**src/rtl/prog_loader.sv**
```systemverilog
// prog_loader: streams multi-segment images (ADDR, LEN, data, CSUM) into memory,
// then loads the PC with the entry address and enables the core.
module prog_loader #(
    parameter int WORD_W   = 16,
    parameter int ADDR_W   = 16,
    parameter int MAX_SEGS = 4,
    parameter int CNT_W    = 16
) (
    input  logic              clk,
    input  logic              rst_n,
    input  logic              start,
    input  logic              in_valid,
    input  logic [WORD_W-1:0] in_data,
    output logic              in_ready,
    input  logic              mem_ready,
    output logic              mem_we,
    output logic [ADDR_W-1:0] mem_addr,
    output logic [WORD_W-1:0] mem_wdata,
    output logic              pc_load,
    output logic [ADDR_W-1:0] pc_value,
    output logic              cpu_run,
    output logic              busy,
    output logic [1:0]        err,
    output logic [2:0]        seg_count,
    output logic [CNT_W-1:0]  words_loaded
);
    typedef enum logic [2:0] {IDLE, ADDR, LEN, DATA, CSUM, DONE, ERROR} state_t;
    state_t            state;
    logic [ADDR_W-1:0] cur_addr, last_addr;
    logic [WORD_W-1:0] last_data, sum;
    logic [CNT_W-1:0]  remaining;
    logic              acc;
    assign in_ready  = (state == ADDR) | (state == LEN) | (state == CSUM) | ((state == DATA) & mem_ready);
    assign acc       = in_valid & in_ready;
    assign mem_we    = (state == DATA) & acc;
    // memory port holds the last written address/data once out of DATA
    assign mem_addr  = (state == DATA) ? cur_addr : last_addr;
    assign mem_wdata = (state == DATA) ? in_data : last_data;
    always_ff @(posedge clk or negedge rst_n) begin
        if (!rst_n) begin
            state        <= IDLE;
            cur_addr     <= '0;
            last_addr    <= '0;
            last_data    <= '0;
            sum          <= '0;
            remaining    <= '0;
            pc_load      <= 1'b0;
            pc_value     <= '0;
            cpu_run      <= 1'b0;
            busy         <= 1'b0;
            err          <= 2'd0;
            seg_count    <= 3'd0;
            words_loaded <= '0;
        end else begin
            pc_load <= 1'b0;
            case (state)
                IDLE, DONE, ERROR: if (start) begin
                    state        <= ADDR;
                    seg_count    <= 3'd0;
                    words_loaded <= '0;
                    err          <= 2'd0;
                    cpu_run      <= 1'b0;
                    busy         <= 1'b1;
                end
                ADDR: if (acc) begin
                    cur_addr <= in_data[ADDR_W-1:0];
                    state    <= LEN;
                end
                LEN: if (acc) begin
                    if (in_data == '0) begin
                        pc_value <= cur_addr;
                        pc_load  <= 1'b1;
                        cpu_run  <= 1'b1;
                        busy     <= 1'b0;
                        state    <= DONE;
                    end else if (32'(seg_count) == MAX_SEGS) begin
                        err   <= 2'd2;
                        busy  <= 1'b0;
                        state <= ERROR;
                    end else begin
                        remaining <= CNT_W'(in_data);
                        sum       <= '0;
                        state     <= DATA;
                    end
                end
                DATA: if (acc) begin
                    cur_addr     <= cur_addr + ADDR_W'(1);
                    sum          <= sum + in_data;
                    remaining    <= remaining - CNT_W'(1);
                    words_loaded <= words_loaded + CNT_W'(1);
                    last_addr    <= cur_addr;
                    last_data    <= in_data;
                    if (remaining == CNT_W'(1)) state <= CSUM;
                end
                CSUM: if (acc) begin
                    if (in_data == sum) begin
                        seg_count <= (seg_count == 3'd7) ? 3'd7 : seg_count + 3'd1;
                        state     <= ADDR;
                    end else begin
                        err   <= 2'd1;
                        busy  <= 1'b0;
                        state <= ERROR;
                    end
                end
                default: state <= IDLE;
            endcase
        end
    end
endmodule

```
**config.mk**
```make
export PLATFORM = sky130hd
export DESIGN_NAME = prog_loader
export DESIGN_NICKNAME = d
export VERILOG_FILES = /design/src/rtl/prog_loader.sv
export SDC_FILE = /design/constraint.sdc
export NUM_CORES = 1
export LEC_CHECK = 0
export ABC_CLOCK_PERIOD_IN_PS = 5000
export BUFFER_PORTS_ARGS = -buffer_cell sky130_fd_sc_hd__buf_2
export CORE_UTILIZATION = 49
export CTS_BUF_LIST = sky130_fd_sc_hd__clkbuf_8
export DETAILED_ROUTE_END_ITERATION = 12
export PLACE_DENSITY = 0.76
export SLEW_MARGIN = 20
export SYNTH_ARGS = -nofsm -noshare
export SYNTH_HDL_FRONTEND = slang
export SYNTH_SLANG_ARGS = --single-unit
```
**constraint.sdc**
```tcl
create_clock -name clk -period 5 [get_ports clk]
set_clock_uncertainty 0.1 [all_clocks]
set_input_delay 0.25 -clock clk [delete_from_list [all_inputs] [get_ports clk]]
set_output_delay 0.25 -clock clk [all_outputs]
set_load 0.03 [all_outputs]
```
==> impl_metrics.csv <==
group,metric,value,unit
critical_path,cp.arrival,3.27,ns
grt,grt.overflow.total,0,
critical_path,cp.required,4.65,ns
grt,grt_pass1_wl,28900,um
final_layout,antenna_cells,0,
timing,period_share,72.4,%
logic_synthesis,ys.warnings.count,0,
detailed_routing,drc,0,
grt,grtUsageTotal,25.5,%
timing,min_period,3.62,ns
clock_tree,cts.path.max_buffers,2,
timing,fmax,276,MHz
power_and_ir_drop,p_leak,4.03,nW
final_layout,final_cell_mix,"214 x nand2_1, 123 x dfrtp_1, 93 x buf_2",
detailed_routing,wl,18000,um
clock_tree,htree_levels,4,
detailed_routing,dr.first_iter.drc_count,548,
timing,slew_violations,0,
timing,setup-violations-final,0,
timing,worst_slew_margin_rel,32.3,%
detailed_routing,dr.pass1.iters,5,
power_and_ir_drop,ir_drop,352,uV
floorplan,start_util,50.5,%
critical_path,reg2reg_from,"state[1]",
clock_tree,post_cts_buffers,0,
clock_tree,cts.sinks,123,
clock_tree,cts_resized,0,
timing,hold_viol,0,
logic_synthesis,synth_nets,865,
logic_synthesis,synthTopCellsByArea,"dfrtp_1 44%, nand2_1 11%, o21ai_0 4.5%, a21oi_1 3.9%, ha_1 3.7%",
logic_synthesis,synth_enable_flop_cells,0,
final_layout,fin_nets,950,
final_layout,multi_input_area,3650,um^2
grt,antenna_found_initial,0,
hold_path,hold_path.class,"in -> reg",
floorplan,fp.dieH,122,um
detailed_routing,vias,6276,
final_layout,finish.instance_area,8000,um^2
final_layout,syn_to_final_growth,13.7,%
clock_tree,cts.clk_slew.worst_paths,0.07,ns
place,dp_hpwl,11900,um
final_layout,nFillCells,1251,
detailed_routing,viasPerCell,5.71,
logic_synthesis,synth_ff_type,"dfrtp_1",
floorplan,core,13900,um^2
logic_synthesis,yosysTopAreaCellShare,43.8,%
critical_path,r2r_setup_slack,2.02,ns
power_and_ir_drop,power,0.00447,W
place,gp_congestion,0.934,
grt,grt_pass1_vias,5813,
critical_path,timing.rr.end,"remaining[9]",
final_layout,layout_commonest_cell,"nand2_1",
clock_tree,holdBufCountCts,10,
critical_path,cp_max_fo,53,
place,place_area,7540,um^2
floorplan,dieWidth,122,um
timing,holdWs,0.0235,ns
hold_path,min_to,"last_data[10]",
power_and_ir_drop,power.density,559,nW/um^2
floorplan,row_count,43,
flow_run,cap_violations,0,
final_layout,register_area,3080,um^2
final_layout,drive_above_1_share,18.8,%
logic_synthesis,synthCells,822,
timing,tns,0,ns
logic_synthesis,netlist_area,7030,um^2
grt,grt_max_degree,71,
clock_tree,cts_tree,"yes",
status,outcome,"complete, no violations",
critical_path,startpoint_type,"flip-flop",
timing,rsz0062_at_grt,"false",
detailed_routing,postRouteAntennaNets,0,
logic_synthesis,synth_cell_types,76,
hold_path,worstHoldStart,"in_data[10]",
floorplan,io_pins,95,
floorplan,die_area,14800,um^2
clock_tree,cts_buffers,17,
critical_path,critPathCaptureType,"primary output",
logic_synthesis,syn_area_per_cell,8.56,um^2
critical_path,reg2regPathDepth,7,
logic_synthesis,synthArstFlopShare,100,%
logic_synthesis,ys_ff_latch,123,
hold_path,worstHoldPathCells,3,
critical_path,worstSetupPathType,"reg -> out",
clock_tree,clock_latency,0.46,ns
logic_synthesis,yosysSeqAreaShare,43.8,%
detailed_routing,wl_per_cell,16.4,um
logic_synthesis,synth_top_area_cell,"dfrtp_1",
timing,worstMarginPinSlew,1.01,ns
clock_tree,cts_root_buf,"clkbuf_8",
place,portBuffers,94,
-- per-layer routing --
| layer | global-route usage, % | share of wire (%) | up-vias |
|---|---|---|---|
| li1 | - | - | 3033 |
| met4 | 11.3 | 3.1 | 0 |
| met3 | 7.44 | 6.9 | 43 |
| met2 | 38.0 | 45 | 213 |
| met1 | 34.2 | 45 | 2987 |
| met5 | 0 | 0 | - |
-- area by class of cell --
cell class / count / area share [%]
clock inverters: 9 / 0.595
flip-flops and latches: 123 / 38.5
well taps: 180 / 2.82
clock buffers: 22 / 3.79
multi-input cells: 633 / 45.6
inverters: 23 / 1.08
repair buffers: 109 / 7.64
-- registers in the layout, summed over array words and instances, names as in the netlist --
register / flops
busy: 1
state: 3
pc_value: 16
err: 2
pc_load: 1
last_data: 16
sum: 16
last_addr: 16
seg_count: 3
cpu_run: 1
remaining: 16
cur_addr: 16
words_loaded: 16
-- through the flow --
stage	utilization (%)	setup WS, ns	std cells
global route	57.4	1.22	1099
CTS	57.3	0.751	1098
finish	57.4	1.38	1099
floorplan	-	2.63	822
detailed placement	54.1	1.27	1057
global placement	54.1	1.27	1057
-- worst max-delay path, cell delays in order, from the launching register on --
cell	delay (ns)
dfrtp_1	0.61
nor2b_1	0.30
a2111oi_4	0.53
nand2_4	0.40
inv_2	0.62
buf_2	0.32
-- cells by family (layout without fill, tap and decap cells) --
family / count (synthesis) / in the layout / share of synthesized area, %
AO/OA/AOI/OAI: 202 / 202 / 18.4
flip-flops: 123 / 123 / 43.8
XOR/XNOR: 23 / 23 / 2.86
adder cells (fa/ha/maj): 22 / 22 / 4.02
multiplexers: 20 / 20 / 3.59
buffers and inverters: 66 / 163 / 4.55
AND/OR/NAND/NOR: 366 / 366 / 22.8
-- report_power, final --
part           switching (W)  internal (W)  total (W)
Clock               0.000390      0.000397   0.000787
Combinational        0.00135      0.000706    0.00206
Sequential          0.000331       0.00130    0.00163
Total                0.00207       0.00240    0.00447
-- cell usage after synthesis, drive strengths merged, types with 3 or more instances --
cell type / n
ha: 21
a211oi: 5
o21ai: 66
nor2b: 5
and2b: 3
mux2: 18
a21oi: 56
dfrtp: 123
xor2: 15
o21a: 4
or2: 4
nand2: 217
nor3: 14
xnor2: 8
or3: 6
buf: 22
nor4: 8
a21o: 8
nand4: 7
o31ai: 5
nand3: 21
clkbuf: 21
o22a: 5
a22o: 5
o22ai: 15
a31oi: 6
inv: 23
and3: 5
or4: 3
nor2: 64
-- worst max-delay path by stage --
stage / start / to / slack (ns) / cells past startpoint
final: state[0] / mem_we / 1.38 / 5
after floorplan: state[2] / mem_addr[12] / 2.63 / 7
after global placement: state[0] / mem_we / 1.27 / 5
after CTS: state[0] / mem_we / 0.75 / 5
after global routing: state[0] / mem_we / 1.22 / 5
after detailed placement: state[0] / mem_we / 1.27 / 5
Power figures use the tool's default switching activity.
